<file path="config.mk">
export PLATFORM = sky130hd
export DESIGN_NAME = decoder_pipe
export DESIGN_NICKNAME = d
export VERILOG_FILES = /design/src/rtl/decoder_pipe.sv
export SDC_FILE = /design/constraint.sdc
export NUM_CORES = 1
export LEC_CHECK = 0
export CAP_MARGIN = 40
export CORE_MARGIN = 4
export CORE_UTILIZATION = 50
export CTS_CLUSTER_DIAMETER = 40
export DETAILED_ROUTE_END_ITERATION = 10
export PLACE_DENSITY = 0.78
export SYNTH_ARGS = -nofsm -noshare
export SYNTH_HDL_FRONTEND = slang
export SYNTH_SLANG_ARGS = --single-unit
</file>
<file path="constraint.sdc">
create_clock -name clk -period 4.2 [get_ports clk]
set_clock_uncertainty 0.2 [all_clocks]
set_input_delay 0.84 -clock clk [delete_from_list [all_inputs] [get_ports clk]]
set_output_delay 0.84 -clock clk [all_outputs]
set_load 0.02 [all_outputs]
</file>
<file path="src/rtl/decoder_pipe.sv">
// Binary-to-one-hot decoder behind a 2-entry skid FIFO (head = output register, tail = skid register).
// Handshake outputs depend only on registered state, so upstream and downstream timing stay decoupled.
module decoder_pipe #(
    parameter int BIN_WIDTH = 4
) (
    input  logic                      clk,
    input  logic                      rst,
    input  logic                      in_valid,
    output logic                      in_ready,
    input  logic [BIN_WIDTH-1:0]      bin_in,
    input  logic                      enable,
    output logic                      out_valid,
    input  logic                      out_ready,
    output logic [(2**BIN_WIDTH)-1:0] dec_out,
    output logic [1:0]                occupancy
);

    localparam int OUT_WIDTH = 2 ** BIN_WIDTH;

    generate
        if (BIN_WIDTH < 1 || BIN_WIDTH > 8) begin : g_bad_width
            $error("decoder_pipe: BIN_WIDTH must be in 1..8");
        end
    endgenerate

    typedef enum logic [1:0] {
        EMPTY = 2'd0,
        ONE   = 2'd1,
        TWO   = 2'd2
    } state_t;

    // The shift operand is OUT_WIDTH wide so the top code still lands on the MSB.
    function automatic logic [OUT_WIDTH-1:0] onehot_word(
        input logic                 en,
        input logic [BIN_WIDTH-1:0] code
    );
        logic [OUT_WIDTH-1:0] one;
        one = {{(OUT_WIDTH-1){1'b0}}, 1'b1};
        onehot_word = en ? (one << code) : '0;
    endfunction

    state_t               state, state_nxt;
    logic [OUT_WIDTH-1:0] head_p1, head_nxt;
    logic [OUT_WIDTH-1:0] tail_p1, tail_nxt;
    logic [OUT_WIDTH-1:0] word_p0;
    logic                 accept;
    logic                 pop;

    assign in_ready  = (state != TWO);
    assign out_valid = (state != EMPTY);
    assign occupancy = state;
    assign dec_out   = head_p1;

    assign accept  = in_valid && in_ready;
    assign pop     = out_valid && out_ready;
    assign word_p0 = onehot_word(enable, bin_in);

    // Input stage -> FIFO: head is cleared whenever it is vacated so dec_out reads 0 when idle.
    always_comb begin
        state_nxt = state;
        head_nxt  = head_p1;
        tail_nxt  = tail_p1;
        case (state)
            EMPTY: begin
                if (accept) begin
                    state_nxt = ONE;
                    head_nxt  = word_p0;
                end
            end
            ONE: begin
                if (accept && pop) begin
                    head_nxt = word_p0;
                end else if (accept) begin
                    state_nxt = TWO;
                    tail_nxt  = word_p0;
                end else if (pop) begin
                    state_nxt = EMPTY;
                    head_nxt  = '0;
                end
            end
            TWO: begin
                if (pop) begin
                    state_nxt = ONE;
                    head_nxt  = tail_p1;
                    tail_nxt  = '0;
                end
            end
            default: begin
                state_nxt = EMPTY;
                head_nxt  = '0;
                tail_nxt  = '0;
            end
        endcase
    end

    always_ff @(posedge clk) begin
        if (rst) begin
            state   <= EMPTY;
            head_p1 <= '0;
            tail_p1 <= '0;
        end else begin
            state   <= state_nxt;
            head_p1 <= head_nxt;
            tail_p1 <= tail_nxt;
        end
    end

endmodule

</file>
# Yosys cells after proc, flatten, opt, wreduce, memory -nomap -nowiden
# Index checks and enable logic that the tools add are counted.
# classes
n_eq_ne	10
reduce_logical	8
muxes	15
bitwise_logic	1
shift	1
# op_table
op	n
$mux W16	7
$pmux W16 S3	2
$shl A1 B4 Y16 const A	1
$reduce_and A4 Y1	3
$mux W2	5
$ne A2 B2 Y1 const B	5
$ne A3 B3 Y1 const B	3
$pmux W2 S3	1
$logic_and A1 B1 Y1	3
$eq A2 B1 Y1 const B	1
$eq A2 B2 Y1 const B	1
$logic_not A2 Y1	1
$reduce_bool A2 Y1	1
$not A1 Y1	1
# totals
in_bits	9
out_inout_bits	20
word_cells	38
ff_bits	34

# Longest topological paths before layout
# logic_depth
depth_word	6
mapped_depth	7
ltp_nobuf	4

# Worst setup path before layout
# OpenSTA, ideal clock, no wires.
# synth_path
kind	register to output
startpoint	reg state[1], in the netlist occupancy[1]
endpoint	out in_ready
n_path_buf	3
path_slack_ns	1.985
required_ns	3.160
stages_incl_launch_ff	6
t_arrival_ns	1.175
path_cell_list	dfxtp_1 buf_6 nor2b_1 buf_4 buf_2 inv_1
# synth_between
elab_chain_len	1
# synth_rtl
element	line	rtl
start, declared	42	state_t state, state_nxt;
start signal, assigned	102	state <= state_nxt;
$ne A2 B2 Y1	49	assign in_ready = (state != TWO);
end, declared	9	output logic in_ready,
# Every way passes these cells.

# Final worst setup path
# layout_path
startpoint	reg state[0], in the netlist occupancy[0]
endpoint	out in_ready
# The elaborated chain is that of the path after synthesis.

==> impl_metrics.py <==
metrics = {
    "route": {
        "dr.pass1.iters": 4,
        "drc": 0,
        "via_per_inst": 5.99,
        "drt_iter0_drc": 34,
        "drt_wl_total_um": 3280,
        "ant_nets": 0,
        "vias": 1203,
        "routedWlPerCell_um": 16.3,
    },
    "finish": {
        "n_antenna_cell": 0,
        "area_growth_pct": 23.4,
        "drive_gt1_share_pct": 10.0,
        "multi_input_comb_area_um2": 714,
        "fillCellCount": 233,
        "regArea_um2": 681,
        "layout.nets": 178,
    },
    "yosys": {
        "synthArstFlopShare_pct": 0,
        "synthSimpleGateAreaFrac_pct": 14.6,
        "synthXorXnorAreaFrac_pct": 0,
        "postSynthAreaPerCell_um2": 10.2,
        "synth_area_mm2": 0.00146,
        "syn_nets": 152,
        "synth_adder_area_share_pct": 0,
        "synth_edf_count": 0,
        "ys_ff_latch": 34,
        "synth_top_family_by_area": "compound AO/OA/AOI/OAI gates",
        "synth.distinct_cells": 28,
        "synth_top_area_cell": "dfxtp_1",
        "synth_common_cells": "34 x dfxtp_1, 32 x a22o_1, 21 x nor2_1",
        "yosysMostFrequentCell": "dfxtp_1",
        "synth.area.top_cells": "dfxtp_1 47%, a22o_1 19%, a22oi_1 8.2%, nor2_1 5.4%, mux2i_1 2.1%",
        "yosysWarnings": 0,
        "synth_compound_area_share_pct": 32.2,
        "yosysSeqAreaShare_pct": 46.5,
        "synthCells": 143,
        "synth_top_area_share_pct": 46.5,
        "muxShareOfSynthArea_pct": 2.05,
        "synth_flop_cell": "dfxtp_1",
    },
    "clock_tree": {
        "cts_setup_buffers": 0,
        "cts_buffer_depth": 2,
        "cts-root-buf": "clkbuf_4",
        "cts_sinks": 34,
        "cts-resized-gates": 0,
        "cts_made_buffers": 5,
        "h-tree-depth": 2,
        "clk_latency_ns": 0.34,
        "path_clk_slew_ns": 0.10,
        "postCtsHoldBufs": 0,
        "cts_tree": "built",
    },
    "setup_path": {
        "endpoint_kind": "output pin",
        "reg2reg_from": "occupancy[1]$_SDFFE_PP0P_",
        "crit_fanout": 18,
        "cp-start-kind": "register",
        "crit_start": "occupancy[0]$_SDFFE_PP0P_",
        "worst_ep_required_time_ns": 3.16,
        "crit_arrival_ns": 1.97,
        "r2r_slack_ns": 2.13,
        "path_class": "register to output pin",
    },
    "placed_design": {
        "place.gp.congestion": 0.823,
        "portBuffers": 28,
        "hpwlAfterDp_um": 2250,
    },
    "global_routing": {
        "grt_antenna_before_repair": 0,
        "gr-total-overflow": 0,
        "grt_max_degree": 21,
        "grtUsageTotal_pct": 20.0,
        "grt_pass1_wl_um": 5400,
        "grt_pass1_vias": 1123,
    },
    "die": {
        "initial_core_util_pct": 52.6,
        "core_mm2": 0.00278,
        "die_h_um": 62.1,
        "ios": 29,
        "rows": 19,
        "die_area_mm2": 0.00385,
        "die_w_um": 62.1,
    },
    "timing": {
        "setup_tns_ns": 0,
        "setup_viol": 0,
        "finalCritPeriodShare_pct": 71.6,
        "min_period_ns": 3.01,
        "slew_headroom_pct": 50.6,
        "tightest_slew_ns": 0.739,
        "slew_violations": 0,
        "fmax_mhz": 333,
        "grt_setup_unrepaired": "no",
        "final_hold_viol_count": 0,
    },
    "outcome": {
        "status": "completed",
    },
    "power": {
        "power_mw": 0.618,
        "ir_worst_vdd_v": 0.000357,
        "leakage_nw": 0.659,
        "p_per_area_mw_per_mm2": 343,
    },
    "min_path": {
        "hold_class": "register to register",
        "holdCritStartpoint": "dec_out[2]$_SDFFE_PP0P_",
    },
    "flow_run": {
        "maxCapViolCount": 0,
    },
}
critical path: stages (launching register included):
cell	delay [ns]
dfxtp_1	0.63
nor2b_1	0.09
buf_4	0.22
inv_1	0.09
clkdlybuf4s50_1	0.60
through the flow:
step / instance area [um^2] / setup slack [ns] / hold slack [ns] / utilization [%] / cells
detailed placement: 1730 / 1.37 / 0.261 / 62.0 / 193
floorplan: 1460 / 1.99 / 0.266 / - / 143
global route: 1800 / 1.06 / 0.303 / 64.9 / 201
CTS: 1800 / 1.19 / 0.286 / 64.9 / 201
finish: 1800 / 1.19 / 0.286 / 64.9 / 201
global placement: 1730 / 1.43 / 0.261 / 62.0 / 193
report_power, final:
| part | internal (mW) | switching (mW) | total (mW) |
|---|---|---|---|
| Clock | 0.114 | 0.108 | 0.222 |
| Sequential | 0.325 | 0.00502 | 0.330 |
| Combinational | 0.0262 | 0.0399 | 0.0662 |
| Total | 0.465 | 0.153 | 0.618 |
layer usage:
layer	wire, um	global-route usage (%)	vias to the layer above
met4	38	6.36	0
met1	1480	24.1	568
met3	173	9.30	5
li1	-	-	599
met5	0	0	-
met2	1590	31.5	31
path summary, 6_finish.rpt:
check	endpoint	cells after the start
worst max-delay path	in_ready	4
worst min-delay path	dec_out[2]$_SDFFE_PP0P_	1
worst max register to register	dec_out[2]$_SDFFE_PP0P_	5
worst min register to register	dec_out[2]$_SDFFE_PP0P_	1
registers in the layout, indices dropped and copies added (netlist names):
register   cells
dec_out       16
occupancy      2
tail_p1       16
layout make-up:
cell class	instances	area share, %
Clock buffer	8	4.37
Multi-Input combinational cell	98	39.6
Timing Repair Buffer	29	16.0
Sequential cell	34	37.7
Tap cell	31	2.15
Inverter	1	0.208
cell families after synthesis:
| logic type | after synthesis |
|---|---|
| AOI/OAI and AO/OA | 55 |
| buffers and inverters | 11 |
| DFF | 34 |
| muxes | 3 |
| and+or+nand+nor | 40 |
cell usage in the layout, fill, tap and decap left out:
cell type / count
clkdlybuf4s50_1: 28
nor2_1: 21
nand3b_1: 3
nand2_1: 2
nor3_1: 1
nor3b_1: 3
a22o_1: 32
nor2_4: 1
mux2i_1: 3
a21oi_4: 1
dfxtp_1: 34
and3_1: 1
or2_2: 1
a211oi_1: 1
nor2b_1: 2
inv_1: 1
nor2_2: 2
buf_4: 1
clkbuf_8: 3
or3b_4: 1
a21oi_2: 1
a22oi_1: 16
a21boi_0: 1
and3b_1: 2
a2bb2oi_1: 1
clkbuf_4: 5
o22a_1: 1
o22ai_2: 1
No activity file was read; power rests on OpenSTA's default activity.
